$ cat config.mk
export PLATFORM = sky130hd
export DESIGN_NAME = wb_master_mux
export DESIGN_NICKNAME = d
export VERILOG_FILES = /design/src/rtl/wb_master_mux_pkg.sv /design/src/rtl/wb_rr_pick.sv /design/src/rtl/wb_master_mux.sv
export SDC_FILE = /design/constraint.sdc
export NUM_CORES = 1
export LEC_CHECK = 0
export ABC_AREA = 1
export BUFFER_PORTS_ARGS = -buffer_cell sky130_fd_sc_hd__buf_2
export CELL_PAD_IN_SITES_DETAIL_PLACEMENT = 2
export CELL_PAD_IN_SITES_GLOBAL_PLACEMENT = 2
export CORE_ASPECT_RATIO = 0.9
export CORE_MARGIN = 8
export CORE_UTILIZATION = 10
export CTS_CLUSTER_SIZE = 30
export DETAILED_ROUTE_END_ITERATION = 8
export PLACE_DENSITY = 0.91
export SYNTH_ARGS = -nofsm -noshare
export SYNTH_HDL_FRONTEND = slang
export SYNTH_SLANG_ARGS = --single-unit
$ cat constraint.sdc
create_clock -name i_clk -period 2.8 [get_ports i_clk]
set_clock_uncertainty 0.15 [all_clocks]
set_input_delay 0.28 -clock i_clk [delete_from_list [all_inputs] [get_ports i_clk]]
set_output_delay 0.28 -clock i_clk [all_outputs]
set_load 0.03 [all_outputs]
$ cat src/rtl/wb_master_mux_pkg.sv
// wb_master_mux_pkg: burst codes, arbitration modes and FSM state shared by the Wishbone master mux.
package wb_master_mux_pkg;
  localparam logic [1:0] WB_BURST_NONE = 2'b00;
  localparam logic [1:0] WB_BURST_4 = 2'b01;
  localparam logic [1:0] WB_BURST_8 = 2'b10;
  localparam int ARB_FIXED = 0;
  localparam int ARB_RR = 1;
  typedef enum logic {IDLE, OWNED} mux_state_e;
endpackage

$ cat src/rtl/wb_rr_pick.sv
// wb_rr_pick: one-hot winner from a request vector, fixed priority or round-robin after ptr.
module wb_rr_pick #(
  parameter int N = 2,
  parameter int PW = 1
) (
  input  logic [N-1:0]  req,
  input  logic [PW-1:0] ptr,
  input  logic          rr,
  output logic [N-1:0]  gnt
);
  int idx;
  // Scanning from lowest to highest priority lets the last hit win.
  always_comb begin
    gnt = '0;
    idx = 0;
    for (int k = N - 1; k >= 0; k--) begin
      idx = rr ? (int'(ptr) + 1 + k) % N : k;
      if (req[idx]) begin
        gnt = '0;
        gnt[idx] = 1'b1;
      end
    end
  end
endmodule

$ cat src/rtl/wb_master_mux.sv
// wb_master_mux: N-to-1 Wishbone master arbiter/mux; WB_MUX_TIMEOUT_EN adds a stall timeout that synthesizes m_err.
module wb_master_mux
  import wb_master_mux_pkg::*;
#(
  parameter int NUM_M = 2,
  parameter int ADDR_W = 24,
  parameter int DATA_W = 16,
  parameter int SEL_W = 2,
  parameter int ARB_MODE = 0,
  parameter int TIMEOUT_CYC = 255
) (
  input  logic                    i_clk,
  input  logic                    i_rst,
  input  logic [NUM_M-1:0]        m_cyc,
  input  logic [NUM_M-1:0]        m_stb,
  input  logic [NUM_M-1:0]        m_we,
  input  logic [NUM_M*ADDR_W-1:0] m_adr,
  input  logic [NUM_M*DATA_W-1:0] m_dat_w,
  input  logic [NUM_M*SEL_W-1:0]  m_sel,
  input  logic [NUM_M*2-1:0]      m_burst,
  output logic [NUM_M-1:0]        m_ack,
  output logic [NUM_M-1:0]        m_err,
  output logic [NUM_M-1:0]        m_rty,
  output logic [DATA_W-1:0]       m_dat_r,
  output logic                    o_wb_cyc,
  output logic                    o_wb_stb,
  output logic                    o_wb_we,
  output logic [ADDR_W-1:0]       o_wb_adr,
  output logic [DATA_W-1:0]       o_wb_dat,
  output logic [SEL_W-1:0]        o_wb_sel,
  output logic [1:0]              o_wb_burst,
  input  logic [DATA_W-1:0]       i_wb_dat,
  input  logic                    i_wb_ack,
  input  logic                    i_wb_err,
  input  logic                    i_wb_rty,
  output logic [NUM_M-1:0]        o_grant,
  output logic                    o_busy
);
  localparam int PW = $clog2(NUM_M);
  mux_state_e state;
  logic [NUM_M-1:0] grant, pick;
  logic [PW-1:0] ptr, pick_idx;
  logic raw_stb, resp, to_fire;
  wb_rr_pick #(.N(NUM_M), .PW(PW)) u_pick (
    .req(m_cyc),
    .ptr(ptr),
    .rr(1'(ARB_MODE == ARB_RR)),
    .gnt(pick)
  );
  always_comb begin
    pick_idx = '0;
    for (int i = 0; i < NUM_M; i++) pick_idx = pick[i] ? PW'(i) : pick_idx;
  end
  always_ff @(posedge i_clk or posedge i_rst) begin
    if (i_rst) begin
      state <= IDLE;
      grant <= '0;
      ptr <= PW'(NUM_M - 1);
    end else if (state == IDLE) begin
      if (|m_cyc) begin
        state <= OWNED;
        grant <= pick;
        ptr <= pick_idx;
      end
    end else if (!o_wb_cyc) begin
      state <= IDLE;
      grant <= '0;
    end
  end
  // Grant is zero in IDLE, so the slave side falls to 0 with no extra gating.
  always_comb begin
    o_wb_cyc = 1'b0;
    raw_stb = 1'b0;
    o_wb_we = 1'b0;
    o_wb_adr = '0;
    o_wb_dat = '0;
    o_wb_sel = '0;
    o_wb_burst = WB_BURST_NONE;
    for (int i = 0; i < NUM_M; i++) begin
      if (grant[i]) begin
        o_wb_cyc = m_cyc[i];
        raw_stb = m_stb[i];
        o_wb_we = m_we[i];
        o_wb_adr = m_adr[i*ADDR_W +: ADDR_W];
        o_wb_dat = m_dat_w[i*DATA_W +: DATA_W];
        o_wb_sel = m_sel[i*SEL_W +: SEL_W];
        o_wb_burst = m_burst[i*2 +: 2];
      end
    end
  end
  assign resp = i_wb_ack | i_wb_err | i_wb_rty;
  assign o_wb_stb = raw_stb & ~to_fire;
  assign m_ack = grant & {NUM_M{i_wb_ack}};
  assign m_err = grant & {NUM_M{i_wb_err | to_fire}};
  assign m_rty = grant & {NUM_M{i_wb_rty}};
  assign m_dat_r = i_wb_dat;
  assign o_grant = grant;
  assign o_busy = state == OWNED;
`ifdef WB_MUX_TIMEOUT_EN
  logic [15:0] tcnt;
  assign to_fire = raw_stb && !resp && tcnt == 16'(TIMEOUT_CYC - 1);
  always_ff @(posedge i_clk or posedge i_rst) begin
    if (i_rst) tcnt <= '0;
    else tcnt <= (state != OWNED || resp || to_fire) ? 16'd0 : tcnt + 16'(raw_stb);
  end
`else
  logic [15:0] unused_timeout;
  assign to_fire = 1'b0;
  assign unused_timeout = 16'(TIMEOUT_CYC) ^ 16'(resp);
`endif
endmodule

# Word level (Yosys, flattened, before mapping)
# Index checks and enable logic that the tools add are counted.
# totals
out_inout_bits	72
ff_bits	3
wordCells	31
# classes
n_eq_ne	1
n_mux	22
reduce_logical	3
bitwise	3
# ops
operator	count
24-bit 2-to-1 mux	2
16-bit 2-to-1 mux	2
2-bit 2-to-1 mux	9
1-bit 2-to-1 mux	9
2-bit AND	3
2-bit != test (second input constant)	1
2-bit AND reduction	1
2-bit nonzero test	1
2-bit OR reduction	1

# Logic depth before layout (Yosys ltp)
# logic_depth
ltp_word	4
depth_mapped	6

# Cells and area by module
# Synthesis repeated with hierarchy kept, for this count alone.
# hier_totals
hier_cells	214
hier_area_um2	1337.5
# modules_own_cells
module	instances	area_each_um2	cells_per_inst
wb_master_mux	1	1303.8	207
wb_rr_pick	1	33.8	7

# Worst setup path after synthesis
# No wires, ideal clock.
# synth_path
kind	reg2out
start	register grant[1], in the netlist o_grant[1]
end	output port o_wb_burst[0]
path_stages_with_launch	7
n_path_buf	3
path_slack_ns	1.136
arrival_ns	1.234
cell_sequence	dfrtp_1 > buf_6 > inv_4 > buf_8 > buf_8 > nand3_2 > nand2_1
# synth_between
elab_chain_len	1
# synth_lines
item	line	text
start, declared	wb_master_mux.sv:41	logic [NUM_M-1:0] grant, pick;
start signal, assigned	wb_master_mux.sv:62	grant <= pick;
2-bit 2-to-1 mux	wb_master_mux.sv:80	if (grant[i]) begin
end, declared	wb_master_mux.sv:31	output logic [1:0] o_wb_burst,
# No other way between the ends.

# Final worst setup path
# layout_path
start	register grant[1], in the netlist o_grant[1]
end	output port o_wb_cyc
# layout_between
elab_chain_len	1
# layout_lines
item	line	text
1-bit 2-to-1 mux	wb_master_mux.sv:80	
end, declared	wb_master_mux.sv:25	output logic o_wb_cyc,
# No other way between the ends.

==> flow_summary.ini <==
[final_layout]
antenna_cells = 0
final_cell_area_mm2 = 0.00187
areaGrowthSynthToFinish_pct = 74.9
fillerInstances = 1292
drive_gt1_frac = 0.520
nets = 447

[global_routing]
grt_util_all_layers = 0.0923
grt_overflow_total = 0
antenna_found_initial = 1
grt_pass1_vias = 2167
grt_use_met1 = 0.0844
use_met3 = 0.0265
grt_busiest_layer = met2
grt_start_max_net_pins = 48
grt_pass1_wl_um = 10900
grt_util_met2 = 0.192

[setup_path]
crit_fanout = 47
max_stage_delay_ps = 580
critical_path.cell_chain = inv_4 -> nand3_1 -> nand2_1 -> buf_2
arrival_ps = 1800
r2r_end = o_grant[1]
cp.required_ps = 2370
worstSetupPathType = flop to output pin
crit_path_start_kind = flop
cpMaxStageDelayCell = dfrtp_2
timing.rr.start = o_grant[1]
r2r_setup_slack_ps = 1030
cp-end-kind = output pin
worst_r2r_path_depth = 5

[detailed_routing]
drc = 0
drt-total-wl_um = 7010
vias = 1853
dr.first_iter.drc_count = 36
dr.pass1.iters = 4
detail-route-antenna-nets = 0
wl_per_cell_um = 15.2
vias_per_cell = 4.03

[run_status]
outcome = completed

[worst_hold_path]
holdPathStages = 3
holdCritStartpoint = m_cyc[1]
min_path_type = primary input to flop
holdPathEnd = o_grant[1]

[place]
place_congestion = 0.708
dpl.hpwl_um = 5920
numPortBuffers = 154
post_dp_cell_area_mm2 = 0.00178

[floorplanning]
num_rows = 35
die_width_um = 125
core_area_mm2 = 0.0103
pin_count = 187
start_util = 0.103
dieArea_mm2 = 0.0143
die_y_um = 114

[cts]
clock_sinks = 3
cts_tree = yes
htree_num_levels = 1
numCtsBuffers = 3
clk_latency_ps = 220
clk_path_buf_depth = 2
clockRootBuffer = clkbuf_16
clkTransAtPathRegs_ps = 30

[timing]
maxSlewHeadroom = 0.610
rsz0062_at_grt = no
finalHoldViolCount = 0
whs_ps = 169
setup_tns_ps = 0
timing.fmax_ghz = 0.449
finalCritPeriodShare = 0.795
min_period_ps = 2230
finalMaxSlewViolations = 0
tightest_slew_ps = 585
setup_viol = 0

[logic_synthesis]
yosys.area.top_type_share = 0.372
synth.largest_area_cell = nand2_1
ys_top_cells_by_area = nand2_1 (37%), nand3_1 (19%), buf_4 (11%)
ys_warn_count = 0
synthArstFlopShare = 1.00
synth_flop_cell = dfrtp_1
synth_cells = 203
synth.distinct_cells = 12
syn_nets = 318
synth_edf_count = 0
yosysMostFrequentCell = nand2_1
syn-mean-instance-area_um2 = 5.26
ys_seq_elements = 3
ys_seq_area_frac = 0.0703
yosys-top-cells-count = nand2_1 (106), nand3_1 (40), buf_4 (16)
netlist_area_mm2 = 0.00107

[power]
irDropWorstVdd_mv = 0.255
leakagePower_nw = 1.25
p_per_area_mw_per_mm2 = 1120

[run]
maxCapViolCount = 0
-- critical path, delay by kind of cell, from the launching register on --
kind          cells  cell delay (ps)
simple gates      2              290
flops             1              580
buf+inv           2              690
-- through the flow --
stage	worst slack, ps	power (mW)	std cells	util
final	574	2.09	460	0.181
after global routing	413	2.25	460	0.181
after CTS	515	2.13	460	0.181
after detailed placement	758	1.90	455	0.172
after global placement	812	1.84	455	0.172
after floorplan	1140	1.43	203	-
-- cells by family (layout without fill, tap and decap cells) --
kind of cell | after synthesis | count (layout) | synth area share
simple gates | 157 | 157 | 0.657
flops | 3 | 3 | 0.0703
compound gates | 1 | 1 | 0.00468
buf+inv | 42 | 170 | 0.268
-- area by class of cell --
class,instances,area (um2),share of cell area
tap,129,161,0.0863
sequential,3,77.6,0.0415
timing repair buffer,157,808,0.432
inverter,9,36.3,0.0194
multi-input combinational,158,707,0.378
clock buffer,4,78.8,0.0422
-- layout by cell type, fill, tap and decap left out, drive strengths merged --
cell type	synthesis	routed
clkbuf	0	4
buf	33	156
nor2	1	1
inv	9	9
nand3	50	50
nand2	106	106
o21ai	1	1
dlygate4sd3	0	1
dfrtp	3	3
-- power by group --
group | internal, mW | switching [mW] | total [mW]
clock | 0.188 | 0.0379 | 0.226
sequential | 0.0640 | 0.122 | 0.186
combinational | 0.460 | 1.21 | 1.67
total | 0.712 | 1.37 | 2.09
-- registers in the layout, indices dropped and copies added (netlist names) --
signal	cells
o_grant	2
o_busy	1
-- what timing repair did --
item | in CTS | in global routing
setup endpoints to repair | 0 | 0
setup buffers | 0 | 0
endpoints found under the hold margin | 3 | 0
gates resized for setup | 0 | 0
hold buffers | 1 | 0
-- per-layer routing --
layer  vias up  share of wire
li1        875              -
met2        86           0.55
met5         -         0.0019
met3        12          0.076
met4         2          0.018
met1       878           0.35
-- how the worst max path moves through the flow --
| stage | slack, ps | cells past startpoint | startpoint | end |
|---|---|---|---|---|
| after CTS | 520 | 4 | o_grant[1] | o_wb_dat[2] |
| after global placement | 810 | 4 | o_grant[1] | o_wb_cyc |
| after global routing | 410 | 4 | o_grant[1] | o_wb_dat[2] |
| after floorplan | 1140 | 6 | o_grant[1] | o_wb_burst[0] |
| final | 570 | 4 | o_grant[1] | o_wb_cyc |
| after detailed placement | 760 | 4 | o_grant[1] | o_wb_dat[2] |
(Power assumes the default switching activity.)
